===== config.mk =====
export PLATFORM = sky130hd
export DESIGN_NAME = snoop_fanout_ctrl
export DESIGN_NICKNAME = d
export VERILOG_FILES = /design/src/rtl/snoop_fanout_ctrl.sv
export SDC_FILE = /design/constraint.sdc
export NUM_CORES = 1
export LEC_CHECK = 0
export BUFFER_PORTS_ARGS = -buffer_cell sky130_fd_sc_hd__buf_2
export CAP_MARGIN = 25
export CORE_AREA = 8 8 195 197
export CTS_BUF_LIST = sky130_fd_sc_hd__clkbuf_8
export DETAILED_ROUTE_END_ITERATION = 16
export DIE_AREA = 0 0 203 205
export PLACE_DENSITY = 0.54
export RECOVER_POWER = 50
export SYNTH_ARGS = -nofsm -noshare
export SYNTH_HDL_FRONTEND = slang
export SYNTH_SLANG_ARGS = --single-unit

===== constraint.sdc =====
create_clock -name clk_i -period 3 [get_ports clk_i]
set_input_delay 0.45 -clock clk_i [delete_from_list [all_inputs] [get_ports clk_i]]
set_output_delay 0.45 -clock clk_i [all_outputs]
set_load 0.05 [all_outputs]

===== src/rtl/snoop_fanout_ctrl.sv =====
// snoop_fanout_ctrl
//   Sequences one coherent snoop at a time across NoPorts snoop ports.
//   The AC request goes to every port except the initiator, and all CR
//   responses are collected. One OR-merged response is returned upstream.
//   One port's CD line is then forwarded and the others are drained.
//
// Ports
//   clk_i, rst_i               clock, asynchronous active-high reset
//   req_*                      upstream snoop request (valid/ready, addr, opcode, initiator)
//   ac_*                       per-port AC valid/ready, common registered addr/opcode
//   cr_*                       per-port CR valid/ready/resp (5 bits per port)
//   cd_*                       per-port CD valid/ready/data/last
//   rsp_*                      merged CR response upstream
//   dat_*                      forwarded CD line upstream
//   busy_o                     high while a transaction is in flight
module snoop_fanout_ctrl #(
  parameter int NoPorts   = 4,
  parameter int AddrWidth = 64,
  parameter int DataWidth = 64,
  localparam int IdxW     = (NoPorts > 1) ? $clog2(NoPorts) : 1
) (
  input  logic                           clk_i,
  input  logic                           rst_i,
  input  logic                           req_valid_i,
  output logic                           req_ready_o,
  input  logic [AddrWidth-1:0]           req_addr_i,
  input  logic [3:0]                     req_snoop_i,
  input  logic [IdxW-1:0]                req_init_i,
  output logic [NoPorts-1:0]             ac_valid_o,
  input  logic [NoPorts-1:0]             ac_ready_i,
  output logic [AddrWidth-1:0]           ac_addr_o,
  output logic [3:0]                     ac_snoop_o,
  input  logic [NoPorts-1:0]             cr_valid_i,
  output logic [NoPorts-1:0]             cr_ready_o,
  input  logic [NoPorts*5-1:0]           cr_resp_i,
  input  logic [NoPorts-1:0]             cd_valid_i,
  output logic [NoPorts-1:0]             cd_ready_o,
  input  logic [NoPorts*DataWidth-1:0]   cd_data_i,
  input  logic [NoPorts-1:0]             cd_last_i,
  output logic                           rsp_valid_o,
  input  logic                           rsp_ready_i,
  output logic [4:0]                     rsp_resp_o,
  output logic                           dat_valid_o,
  input  logic                           dat_ready_i,
  output logic [DataWidth-1:0]           dat_data_o,
  output logic                           dat_last_o,
  output logic                           busy_o
);

  typedef enum logic [1:0] {S_IDLE, S_AC, S_RSP, S_DATA} state_e;

  state_e                 state_q;
  logic [NoPorts-1:0]     tgt_q, ac_sent_q, cr_got_q, dmask_q;
  logic [4:0]             resp_q;
  logic [AddrWidth-1:0]   addr_q;
  logic [3:0]             snoop_q;
  logic [IdxW-1:0]        sel_q;

  logic [NoPorts-1:0]     tgt_req, ac_hs, cr_hs, cr_got_d, dt_hs, cd_done, dmask_d;
  logic [4:0]             resp_hs;
  logic [IdxW-1:0]        sel_d;
  logic [4:0]             cr_resp_arr [NoPorts];
  logic [DataWidth-1:0]   cd_data_arr [NoPorts];

  genvar gi;
  generate
    for (gi = 0; gi < NoPorts; gi++) begin : g_port
      // An initiator index >= NoPorts matches no port, so every port is snooped.
      assign tgt_req[gi]     = (req_init_i != IdxW'(gi));
      assign cr_resp_arr[gi] = cr_resp_i[gi*5 +: 5];
      assign cd_data_arr[gi] = cd_data_i[gi*DataWidth +: DataWidth];
      // Bit 0 of a CR response is DataTransfer: that port will send a CD line.
      assign dt_hs[gi]       = cr_hs[gi] & cr_resp_arr[gi][0];
      // The selected port follows the upstream ready; every other pending port is drained.
      assign cd_ready_o[gi]  = (state_q == S_DATA) && dmask_q[gi] &&
                               ((sel_q == IdxW'(gi)) ? dat_ready_i : 1'b1);
    end
  endgenerate

  assign req_ready_o = (state_q == S_IDLE);
  assign busy_o      = (state_q != S_IDLE);
  assign ac_addr_o   = addr_q;
  assign ac_snoop_o  = snoop_q;
  assign rsp_valid_o = (state_q == S_RSP);
  assign rsp_resp_o  = resp_q;
  assign ac_valid_o  = (state_q == S_AC) ? (tgt_q & ~ac_sent_q) : '0;
  // CR is accepted only after that port's AC went out, even while other ports' ACs are pending.
  assign cr_ready_o  = (state_q == S_AC) ? (tgt_q & ac_sent_q & ~cr_got_q) : '0;
  assign ac_hs       = ac_valid_o & ac_ready_i;
  assign cr_hs       = cr_valid_i & cr_ready_o;
  assign cr_got_d    = cr_got_q | cr_hs;
  assign cd_done     = cd_valid_i & cd_ready_o & cd_last_i;
  assign dmask_d     = dmask_q & ~cd_done;

  always_comb begin
    resp_hs     = '0;
    sel_d       = '0;
    dat_valid_o = 1'b0;
    dat_data_o  = '0;
    dat_last_o  = 1'b0;
    for (int i = 0; i < NoPorts; i++) begin
      if (cr_hs[i]) resp_hs = resp_hs | cr_resp_arr[i];
    end
    // The downward scan leaves the lowest set index in sel_d.
    for (int i = NoPorts - 1; i >= 0; i--) begin
      if (dmask_q[i]) sel_d = IdxW'(i);
    end
    for (int i = 0; i < NoPorts; i++) begin
      if (sel_q == IdxW'(i)) begin
        dat_valid_o = (state_q == S_DATA) && dmask_q[i] && cd_valid_i[i];
        dat_data_o  = cd_data_arr[i];
        dat_last_o  = cd_last_i[i];
      end
    end
  end

  always_ff @(posedge clk_i or posedge rst_i) begin
    if (rst_i) begin
      state_q   <= S_IDLE;
      tgt_q     <= '0;
      ac_sent_q <= '0;
      cr_got_q  <= '0;
      dmask_q   <= '0;
      resp_q    <= '0;
      addr_q    <= '0;
      snoop_q   <= '0;
      sel_q     <= '0;
    end else begin
      case (state_q)
        S_IDLE: begin
          if (req_valid_i) begin
            addr_q    <= req_addr_i;
            snoop_q   <= req_snoop_i;
            tgt_q     <= tgt_req;
            ac_sent_q <= '0;
            cr_got_q  <= '0;
            dmask_q   <= '0;
            resp_q    <= '0;
            // With no target ports there is nothing to snoop, so go straight to the response.
            state_q   <= (tgt_req == '0) ? S_RSP : S_AC;
          end
        end
        S_AC: begin
          ac_sent_q <= ac_sent_q | ac_hs;
          cr_got_q  <= cr_got_d;
          resp_q    <= resp_q | resp_hs;
          dmask_q   <= dmask_q | dt_hs;
          if (cr_got_d == tgt_q) state_q <= S_RSP;
        end
        S_RSP: begin
          if (rsp_ready_i) begin
            if (dmask_q != '0) begin
              // The forwarded port is fixed here; it does not move on as ports finish.
              sel_q   <= sel_d;
              state_q <= S_DATA;
            end else begin
              state_q <= S_IDLE;
            end
          end
        end
        S_DATA: begin
          dmask_q <= dmask_d;
          if (dmask_d == '0) state_q <= S_IDLE;
        end
        default: state_q <= S_IDLE;
      endcase
    end
  end

endmodule

==> results of run 1 <==
==> Yosys cell counts (2+ instances only) <==
cell type,count
and4b_1,2
nor2b_1,7
a22oi_1,5
nand2b_1,3
nor2_1,26
buf_6,3
nand3_1,4
a222oi_1,4
o21ai_0,4
buf_2,21
nor3b_1,2
and2_1,4
nand4b_1,3
a211oi_1,2
clkbuf_1,11
a31oi_1,9
buf_1,5
nand4_1,3
and3_1,4
inv_1,8
nand2_1,231
dfrtp_1,93
mux4_2,65
a21oi_1,3
==> area by class of cell <==
cell class                      count  area [um^2]
Clock inverter                      4         55.1
Clock buffer                       11          151
Inverter                            8         31.3
Timing Repair Buffer              536         2670
Tap cell                          461          577
Fill cell                        3889        26100
Sequential cell                    93         2330
Antenna cell                        7         17.5
Multi-Input combinational cell    400         3010
==> worst min-delay path by stage <==
stage,depth (start not counted),endpoint,slack [ns]
after floorplan,2,cr_got_q[3],0.49
after global placement,2,ac_addr_o[39],0.45
after detailed placement,2,ac_addr_o[8],0.46
after CTS,2,ac_addr_o[61],0.13
after global routing,3,ac_addr_o[43],0.23
final,3,ac_addr_o[63],0.24
==> cells by family after synthesis <==
family | count (synthesis) | synth area share
AOI/OAI and AO/OA | 40 | 0.0558
buffers and inverters | 48 | 0.0412
DFF | 93 | 0.419
muxes | 65 | 0.263
and+or+nand+nor | 295 | 0.221
==> stage by stage <==
| step | total power [mW] | hold WS (ns) | utilization | area (um^2) | setup slack [ns] |
|---|---|---|---|---|---|
| after CTS | 9.45 | 0.127 | 0.255 | 8930 | 0.159 |
| after detailed placement | 8.51 | 0.457 | 0.249 | 8720 | 0.618 |
| after global routing | 9.72 | 0.226 | 0.252 | 8830 | 0.0928 |
| after global placement | 8.45 | 0.454 | 0.249 | 8720 | 0.665 |
| after floorplan | 6.79 | 0.488 | - | 5560 | 0.130 |
| final | 9.22 | 0.244 | 0.253 | 8840 | 0.254 |
==> registers in the layout, summed over array words and instances, names as in the netlist <==
register	flops
ac_addr_o	64
rsp_resp_o	5
ac_sent_q	4
ac_snoop_o	4
cr_got_q	4
dmask_q	4
tgt_q	4
sel_q	2
state_q	2
==> tightest hold or removal path: stages <==
cell and delay (ns):
buf_2 0.07, nand2_1 0.04, nand2_1 0.04
==> report_power, final <==
part	total [mW]	switching (mW)	internal (mW)
clock	0.906	0.474	0.433
combinational	5.92	4.44	1.48
sequential	2.39	0.557	1.83
==> routing by layer <==
layer  GRT usage  up-vias
li1            -     2929
met1       0.181     3198
met2       0.315      442
met3      0.0598       88
met4      0.0658       20
met5           0        -
==> impl_metrics.py, run 1 <==
metrics = {
    "run_status": {
        "status": "finished with violations",
        "failed_checks": "max-capacitance violations, max-slew violations",
    },
    "power_and_ir_drop": {
        "power.leakage_nw": 4.43,
        "power_density_nw_per_um2": 1040,
        "vdd_drop_max_mv": 0.687,
    },
    "synthesis": {
        "yosysWarnings": 0,
        "synth_top_area_frac": 0.419,
        "yosysUniqueCellTypes": 43,
        "synthesis.area_um2": 5560,
        "synth_ff_type": "dfrtp_1",
        "synth_area_leaders": "dfrtp_1 42%, mux4_2 26%, nand2_1 16%",
        "syn_nets": 908,
        "synth.avg_cell_area_um2": 10.3,
        "postSynthCellCount": 541,
        "async_reset_ff_frac": 1.00,
        "synth_edf_count": 0,
        "seq_area_frac_synth": 0.419,
        "synth_seq_cells": 93,
        "yosys.area.top_type": "dfrtp_1",
    },
    "clock_tree": {
        "root_buffer": "clkbuf_8",
        "cts_resized": 0,
        "cts_sinks": 93,
        "cts_setup_buffers": 0,
        "clk_pin_slew_ns": 0.10,
        "cts_tree": "yes",
        "numCtsBuffers": 9,
        "ctsHoldBuffers": 0,
        "cts_buffer_depth": 2,
        "htreeDepth": 3,
        "insertion_delay_ns": 0.39,
    },
    "routing": {
        "drt_iter0_drc": 520,
        "met2_length_um": 19900,
        "dr.pass1.iters": 6,
        "highest_layer": "met5",
        "wl_met1_um": 13100,
        "via_per_inst": 4.39,
        "antenna_left": 0,
        "drc": 0,
        "routed_wl_um": 38000,
        "wl_per_cell_um": 25.0,
        "wl_met3_um": 3630,
        "vias": 6677,
    },
    "critical_path": {
        "cp_cell_sequence": "buf_4 -> mux4_2 -> buf_2",
        "crit_type": "reg2out",
        "critical_path.top_delay_family": "flip-flops",
        "r2r_slack_ns": 0.57,
        "crit_buf_inv": 2,
        "path_depth": 3,
        "timing.rr.end": "ac_addr_o[56]",
        "startpoint": "sel_q[0]",
        "cp-end-kind": "primary output",
        "cp.required_ns": 2.55,
        "cp_max_fo": 33,
        "max_stage_delay_ns": 0.80,
        "arrival_ns": 2.30,
        "cp-start-kind": "flip-flop",
        "critPathCapture": "dat_data_o[36]",
        "cp_slowest_cell": "dfrtp_4",
        "reg2regPathDepth": 5,
        "worstReg2RegStart": "state_q[0]",
    },
    "sta": {
        "tightest_slew_ns": 2.08,
        "finalSetupViolations": 0,
        "slew_headroom": -0.391,
        "hold_viol": 0,
        "fmax_mhz": 364,
        "final_max_slew_viol_count": 46,
        "fin_crit_ns": 2.75,
        "timing.final.crit_share": 0.915,
        "rsz0062_at_grt": "false",
        "skew_ns": 0.0189,
        "fin_setup_tns_ns": 0,
    },
    "floorplanning": {
        "start_util": 0.159,
        "dieArea_um2": 41600,
        "die_w_um": 203,
        "core-area_um2": 35000,
        "row_count": 69,
        "die_h_um": 205,
        "io_pins": 521,
    },
    "layout": {
        "nNetsFinal": 1415,
        "drive_gt1_frac": 0.524,
        "final_common_cell": "buf_2",
        "synthToLayoutAreaGrowth_pct": 59.0,
        "final_cell_mix": "447 x buf_2, 230 x nand2_1, 91 x dfrtp_1",
        "fin_cells": 1520,
    },
    "place": {
        "port_buffers": 520,
        "place_congestion": 0.928,
        "hpwl_um": 33100,
        "place_inst": 1498,
    },
    "grt": {
        "grt_max_degree": 55,
        "grt_pass1_wl_um": 52000,
        "grt_pass1_vias": 7040,
        "globalRouteOverflowTotal": 0,
        "grt_usage": 0.173,
        "grt_antenna_before_repair": 28,
    },
    "run": {
        "maxCapViolCount": 1,
    },
    "min_path": {
        "min_path_type": "in2reg",
        "hold_start": "req_addr_i[63]",
    },
}
(Power assumes the default switching activity.)
==> run 2, diff against run 1 <==
- BUFFER_PORTS_ARGS: -buffer_cell sky130_fd_sc_hd__buf_2 -> not set
- CORE_AREA: 8 8 195 197 -> 8 8 199 201
- DIE_AREA: 0 0 203 205 -> 0 0 207 209
- DONT_BUFFER_PORTS: not set -> 1
- PLACE_DENSITY: 0.54 -> 0.4
==> impl_metrics.py, run 2 (synthesized netlist as in run 1, its figures left out) <==
metrics = {
    "place": {
        "hpwl_um": 31200,
        "place_congestion": 0.953,
        "dpl_cell_area_um2": 6220,
        "port_buffers": 0,
    },
    "routing": {
        "wl_per_cell_um": 35.3,
        "vias": 4876,
        "drc": 0,
        "via_per_inst": 4.69,
        "drt_iter0_drc": 602,
        "dr.pass1.iters": 5,
        "routed_wl_um": 36700,
        "antenna_left": 0,
    },
    "critical_path": {
        "cp-end-kind": "primary output",
        "cp-start-kind": "flip-flop",
        "cp_cell_sequence": "buf_4 -> mux4_2",
        "critical_path.top_delay_family": "flip-flops",
        "crit_buf_inv": 1,
        "cp_max_fo": 45,
        "cp_slowest_cell": "dfrtp_4",
        "max_stage_delay_ns": 0.84,
        "crit_type": "reg2out",
        "cp.required_ns": 2.55,
        "arrival_ns": 2.25,
    },
    "clock_tree": {
        "insertion_delay_ns": 0.38,
        "ctsHoldBuffers": 0,
        "clk_pin_slew_ns": 0.09,
        "cts_sinks": 93,
        "cts_setup_buffers": 0,
        "cts_buffer_depth": 2,
        "numCtsBuffers": 9,
        "htreeDepth": 3,
        "cts_resized": 0,
        "root_buffer": "clkbuf_8",
        "cts_tree": "yes",
    },
    "power_and_ir_drop": {
        "power_density_nw_per_um2": 1310,
        "vdd_drop_max_mv": 0.463,
        "power.leakage_nw": 2.63,
    },
    "floorplanning": {
        "die_h_um": 209,
        "core-area_um2": 36300,
        "io_pins": 521,
        "row_count": 70,
        "start_util": 0.153,
        "dieArea_um2": 43300,
        "die_w_um": 207,
    },
    "run": {
        "maxCapViolCount": 1,
    },
    "sta": {
        "final_max_slew_viol_count": 48,
        "timing.final.crit_share": 0.899,
        "finalSetupViolations": 0,
        "slew_headroom": -0.424,
        "skew_ns": 0.0176,
        "tightest_slew_ns": 2.14,
        "fmax_mhz": 371,
        "fin_crit_ns": 2.70,
        "fin_setup_tns_ns": 0,
        "hold_viol": 0,
        "rsz0062_at_grt": "false",
    },
    "grt": {
        "grt_pass1_vias": 4806,
        "grt_max_degree": 83,
        "grt_pass1_wl_um": 48200,
        "grt_usage": 0.161,
        "grt_antenna_before_repair": 55,
        "globalRouteOverflowTotal": 0,
    },
    "run_status": {
        "status": "finished with violations",
        "failed_checks": "max-capacitance violations, max-slew violations",
    },
    "layout": {
        "final_common_cell": "nand2_1",
        "final_util": 0.178,
        "design_area_um2": 6460,
        "drive_gt1_frac": 0.203,
        "nNetsFinal": 904,
        "largest_register_ffs": 64,
        "synthToLayoutAreaGrowth_pct": 16.2,
        "final_cell_mix": "230 x nand2_1, 91 x dfrtp_1, 65 x mux4_2",
    },
    "min_path": {
        "min_path_type": "in2reg",
    },
}
==> run 2: changes by cell type in the layout (fill, tap and decap cells not counted), sizes merged <==
cell      change
clkinvlp      -1
inv           +1
clkbuf       -72
clkinv        +1
diode        +23
buf         -440
==> run 2: final timing paths <==
kind | startpoint | end | slack (ns) | cells past startpoint
setup / recovery | sel_q[1] | dat_data_o[22] | 0.30 | 2
hold / removal | req_init_i[1] | tgt_q[3] | 0.15 | 1
setup reg to reg | state_q[1] | ac_addr_o[22] | 0.70 | 6
hold reg to reg | cr_got_q[0] | cr_got_q[0] | 0.56 | 2
max in group asynchronous | rst_i | sel_q[1] | 0.79 | 1
min in group asynchronous | rst_i | ac_addr_o[47] | 0.68 | 1
==> run 2: metrics by stage <==
step           hold slack [ns]  total power [mW]  setup slack [ns]  cells
6_report                 0.154              8.45             0.302   1039
5_1_grt                  0.133              8.88             0.201   1020
3_5_place_dp             0.495              7.65             0.713    994
2_1_floorplan            0.488              6.79             0.130    541
4_1_cts                 0.0575              8.58             0.278   1009
3_3_place_gp             0.505              7.62             0.744    994
==> run 2: report_power, final <==
| group | switching [mW] | internal (mW) | total [mW] |
|---|---|---|---|
| logic | 2.47 | 1.00 | 3.47 |
| registers | 2.30 | 1.80 | 4.09 |
| clock network | 0.485 | 0.400 | 0.885 |
==> run 2: routing by layer <==
metal | part of all wire | wire (um) | vias to the layer above | GRT usage
li1 | - | - | 1932 | -
met1 | 0.28 | 10400 | 2335 | 0.138
met2 | 0.52 | 19200 | 450 | 0.294
met3 | 0.14 | 5100 | 123 | 0.0997
met4 | 0.045 | 1660 | 36 | 0.0722
met5 | 0.0069 | 253 | - | 0
==> run 2: final cells by class <==
cell class	count	area, um^2
inverters	8	30.0
clock buffers	10	138
well taps	468	586
fillers	4068	29800
multi-input cells	400	3020
clock inverters	5	53.8
diodes	30	75.1
flip-flops and latches	93	2330
repair buffers	25	226
